**src/rtl/level_slew.sv**
```systemverilog
// Slew-rate limiter: ramps an internal level toward the encoder target at STEP LSBs per
// TICK_DIV clocks and publishes it on PWM frame boundaries. Optional LEVEL_GAMMA_EN adds a gamma stage.
module level_slew #(
    parameter int WIDTH    = 8,
    parameter int STEP     = 1,
    parameter int TICK_DIV = 256
) (
    input  logic             clk,
    input  logic             reset,
    input  logic [WIDTH-1:0] target,
    input  logic             frame_sync,
    output logic [WIDTH-1:0] level,
    output logic             settled
);

    localparam int PW = (TICK_DIV > 1) ? $clog2(TICK_DIV) : 1;
    localparam logic [PW-1:0] TICK_LAST = PW'(TICK_DIV - 1);
    localparam logic [WIDTH:0] STEP_W = (WIDTH + 1)'(STEP);

    typedef enum logic [1:0] {IDLE, UP, DOWN} state_t;

    state_t           state;
    logic             tick;
    logic [PW-1:0]    prescaler_q, prescaler_d;
    logic [WIDTH-1:0] current_q, current_d;
    logic [WIDTH-1:0] q_q, q_d;
    logic             settled_q, settled_d;
    logic [WIDTH:0]   sum, diff;

    assign tick = (prescaler_q == TICK_LAST);

    always_comb begin
        state = IDLE;
        if (current_q < target) begin
            state = UP;
        end else if (current_q > target) begin
            state = DOWN;
        end
    end

    // NOTE: every output of a combinational block gets a default first so no path infers a latch.
    always_comb begin
        prescaler_d = tick ? '0 : prescaler_q + 1'b1;
        sum         = {1'b0, current_q} + STEP_W;
        diff        = {1'b0, current_q} - STEP_W;
        current_d   = current_q;
        if (tick) begin
            case (state)
                UP:      current_d = (sum >= {1'b0, target}) ? target : sum[WIDTH-1:0];
                // A borrow out of the MSB means the step would go below zero.
                DOWN:    current_d = (diff[WIDTH] || diff <= {1'b0, target}) ? target : diff[WIDTH-1:0];
                default: current_d = current_q;
            endcase
        end
        q_d = frame_sync ? current_q : q_q;
    end

`ifdef LEVEL_GAMMA_EN
    logic [WIDTH-1:0]   level_q, gamma_d;
    logic [WIDTH-1:0]   gsrc_q;
    logic [2*WIDTH-1:0] q_ext, prod;

    always_comb begin
        q_ext   = {{WIDTH{1'b0}}, q_q};
        prod    = (q_ext + 1'b1) * q_ext;
        gamma_d = WIDTH'(prod >> WIDTH);
    end

    // gsrc_q remembers which q the gamma output was computed from.
    assign settled_d = (state == IDLE) && (q_q == current_q) && (gsrc_q == q_q);

    always_ff @(posedge clk or posedge reset) begin
        if (reset) begin
            level_q <= '0;
            gsrc_q  <= '0;
        end else begin
            level_q <= gamma_d;
            gsrc_q  <= q_q;
        end
    end

    assign level = level_q;
`else
    assign settled_d = (state == IDLE) && (q_q == current_q);
    assign level     = q_q;
`endif

    // NOTE: sequential state uses non-blocking assignments so all registers update from pre-edge values.
    always_ff @(posedge clk or posedge reset) begin
        if (reset) begin
            prescaler_q <= '0;
            current_q   <= '0;
            q_q         <= '0;
            settled_q   <= 1'b1;
        end else begin
            prescaler_q <= prescaler_d;
            current_q   <= current_d;
            q_q         <= q_d;
            settled_q   <= settled_d;
        end
    end

    assign settled = settled_q;

endmodule
```
**config.mk**
```make
export PLATFORM = sky130hd
export DESIGN_NAME = level_slew
export DESIGN_NICKNAME = d
export VERILOG_FILES = /design/src/rtl/level_slew.sv
export SDC_FILE = /design/constraint.sdc
export NUM_CORES = 1
export LEC_CHECK = 0
export CAP_MARGIN = 20
export CELL_PAD_IN_SITES_DETAIL_PLACEMENT = 1
export CELL_PAD_IN_SITES_GLOBAL_PLACEMENT = 1
export CORE_MARGIN = 8
export CORE_UTILIZATION = 30
export CTS_BUF_LIST = sky130_fd_sc_hd__clkbuf_2 sky130_fd_sc_hd__clkbuf_4 sky130_fd_sc_hd__clkbuf_8
export DETAILED_ROUTE_END_ITERATION = 12
export GPL_TIMING_DRIVEN = 0
export PLACE_DENSITY = 0.58
export RECOVER_POWER = 50
export SLEW_MARGIN = 40
export SYNTH_ARGS = -nofsm -noshare
export SYNTH_HDL_FRONTEND = slang
export SYNTH_SLANG_ARGS = --single-unit
```
**constraint.sdc**
```tcl
create_clock -name clk -period 3.6 [get_ports clk]
set_input_delay 0.54 -clock clk [delete_from_list [all_inputs] [get_ports clk]]
set_output_delay 0.54 -clock clk [all_outputs]
set_load 0.05 [all_outputs]
```
==> results.txt <==
I/O Buffers -> 18
FF/Latch Area -> 627 um2
Cts bufs inserted -> 3
RSZ-0062 raised after global routing -> no
Simple-gate portion of the synthesized area -> 16.4%
Cells after synthesis -> 235
Critical Path RT -> 3.76 ns
Drt first pass iters -> 4
Area Growth Syn to Fin -> 16.4%
RD Place Congestion -> 0.790
Clock Skew -> 0.00523 ns
Min Clock Period, post-route -> 3.38 ns
Min-Delay Path Class -> flop to flop
Cell count after placement -> 352
Worst vdd ir -> 0.116 mV
Mapped Area -> 2190 um2
CP max-delay cell -> or4_1
FF+latch count, synth -> 25
YS warnings -> 0
Power per Cell Area -> 200 nW/um2
EDFF count, synth -> 0
Initial DRC count -> 79
Met2 Usage GRT -> 21.5%
Clock Latency Late Sink -> 0.27 ns
Crit-path max cell delay -> 0.58 ns
Detailed Route WL -> 6080 um
Post-Synth XOR/XNOR Area -> 9.98%
Clock tree root buffer cell -> clkbuf_8
Dominant cells by area after synthesis -> dfrtp_1 27%, ha_1 15%, xor2_1 7.6%
Max Clock Freq -> 0.296 GHz
Status -> complete, no violations
GRT met3 Usage -> 2.06%
Synth top cells by count -> 26 x ha_1, 24 x dfrtp_1, 19 x xor2_1, 16 x nand2_1
Io pins -> 20
Die area -> 10300 um2
Top delay family on crit path -> simple AND/OR/NAND/NOR gates
Max cap viols -> 0
Fin. max-slew vios -> 0
Post-Place Setup Slack -> -0.0482 ns
Critical path capture point type -> flop
WHS -> 0.481 ns
Initial core utilization -> 30.6%
Tcrit/Tclk final -> 93.8%
Reg2Reg Launch Point -> current_q[1]
Share of cells above drive strength 1 -> 13.7%
P_leak -> 1.22 nW
Die span in y -> 102 um
Seq/Total Area, Yosys -> 28.6%
Critical path class -> flop to flop
H-tree levels -> 1
Multi-input logic area -> 1420 um2
Die Wd -> 102 um
Mux contribution to synthesized area -> 6.50%
Top Usage Layer GRT -> met2
CP cell instances -> clkbuf_1, inv_1, ha_1, inv_1, nor2_1, xor2_1, ha_1, nand3_1, or4_1, o21a_1, a21oi_1, o32ai_1, mux2_2
Synth Area in Adders -> 14.8%
Drt via density -> 5.11
GRT Overall Usage -> 12.8%
CTS tree -> built
Top cell type's share of synthesized area -> 27.4%
Slew @ Worst Pin -> 1.01 ns
Post-DP HPWL -> 4890 um
First-pass GRT wire length -> 10300 um
Yosys top cell by area -> dfrtp_1
CTS sink count -> 25
Final Setup Violations -> 0
DRC viols -> 0
Count leader, synth -> ha_1
Crit path DAT -> 3.54 ns
Synth Net Count -> 272
# diodes -> 0
Largest net degree at the start of global routing -> 26
WP buf/inv -> 3
Initial antenna violation count -> 0
Crit. Startpoint -> current_q[1]
Core outline area -> 7180 um2
Postcts setup bufs -> 0
Final-stage net count -> 294
Num rows -> 31
Main synth FF type -> dfrtp_1
Global-route met1 utilization -> 16.9%
Vias -> 1815
Aggregate global routing overflow -> 0
Final std cells w/o fill -> 355
Number of global-route vias before repair -> 1968
Relative slew slack -> 32.3%
Clock transition at the registers of the reported paths -> 0.09 ns
Largest family of logic cells by synthesized area -> compound AO/OA/AOI/OAI gates
Antenna-violating nets left -> 0
Routed length per instance -> 17.1 um
Async S/R FF share, synth -> 100%
CTS max path bufs -> 2
Hold Path Origin -> prescaler_q[4]
Hold Vio Cnt, Final -> 0
Compound-Gate Fraction of Synth Area -> 16.4%
Post-CTS Hold Fix Bufs -> 0
Fin worst setup slack -> 0.224 ns
Final-layout fill cell count -> 830
CP max FO -> 7
Yosys cell types -> 50
Syn avg cell area -> 9.34 um2
Worst Setup Start Kind -> flop
## registers in the layout, summed over array words and instances, names as in the netlist
signal / count
level: 8
settled: 1
current_q: 8
prescaler_q: 8
## cells by family (layout without fill, tap and decap cells)
kind of cell / Yosys count / in the layout
DFF: 25 / 25
adders and majority gates: 26 / 26
muxes: 13 / 13
buffers and inverters: 26 / 47
AOI/OAI and AO/OA: 52 / 52
and+or+nand+nor: 68 / 68
xor gates and xnor gates: 25 / 25
## worst paths after layout
path	to	slack, ns	cells after the start
max	current_q[2]	0.22	13
min	prescaler_q[4]	0.48	1
max reg2reg	current_q[2]	0.22	13
min reg2reg	prescaler_q[4]	0.48	1
max in group asynchronous	level[2]	2.04	2
min in group asynchronous	level[4]	0.95	2
## through the flow
| stage | cell area [um2] | utilization, % | setup TNS, ns | power [mW] |
|---|---|---|---|---|
| after floorplan | 2190 | - | 0 | 0.315 |
| after global placement | 2500 | 34.8 | -0.000976 | 0.337 |
| after detailed placement | 2500 | 34.8 | -0.0750 | 0.338 |
| after CTS | 2550 | 35.5 | 0 | 0.520 |
| after global routing | 2550 | 35.6 | 0 | 0.534 |
| final | 2550 | 35.6 | 0 | 0.510 |
## layer usage
layer / vias up / share of wire [%]
met5: - / 0
met4: 0 / 0.81
met3: 4 / 1.8
met2: 16 / 48
met1: 896 / 49
li1: 899 / -
## power breakdown
| part | switching (mW) | internal [mW] |
|---|---|---|
| Sequential | 0.00000294 | 0.281 |
| Combinational | 0.0296 | 0.0210 |
| Clock | 0.0918 | 0.0867 |
| Total | 0.121 | 0.388 |
## layout make-up
cell class,instances,share of cell area (%)
multi-input cells,184,55.5
flip-flops and latches,25,24.5
repair buffers,18,7.06
well taps,99,4.85
plain buffers,11,4.07
inverters,14,2.06
clock buffers,4,1.91
## layout by cell type (no fill, tap or decap), types with 3 or more instances in the layout
cell type | netlist | final
a211oi_1 | 3 | 3
a21oi_1 | 14 | 14
clkbuf_1 | 4 | 3
clkbuf_8 | 5 | 8
clkdlybuf4s50_1 | 0 | 17
dfrtp_1 | 24 | 24
ha_1 | 26 | 26
inv_1 | 14 | 14
mux2_2 | 10 | 10
mux2i_1 | 3 | 3
nand2_1 | 16 | 16
nand3_1 | 8 | 8
nand4_1 | 4 | 4
nor2_1 | 11 | 11
nor3_1 | 9 | 9
nor4_1 | 4 | 3
o2111ai_1 | 5 | 5
o211ai_1 | 5 | 5
o21a_1 | 3 | 3
o21ai_0 | 8 | 7
o22ai_1 | 3 | 3
xnor2_1 | 6 | 6
xor2_1 | 19 | 19
## what timing repair did
item | CTS | global route
gates resized for setup | 1 | 2
gates cloned | 0 | 0
setup endpoints to repair | 2 | 7
Note: power is estimated with default switching activity, not from simulation.
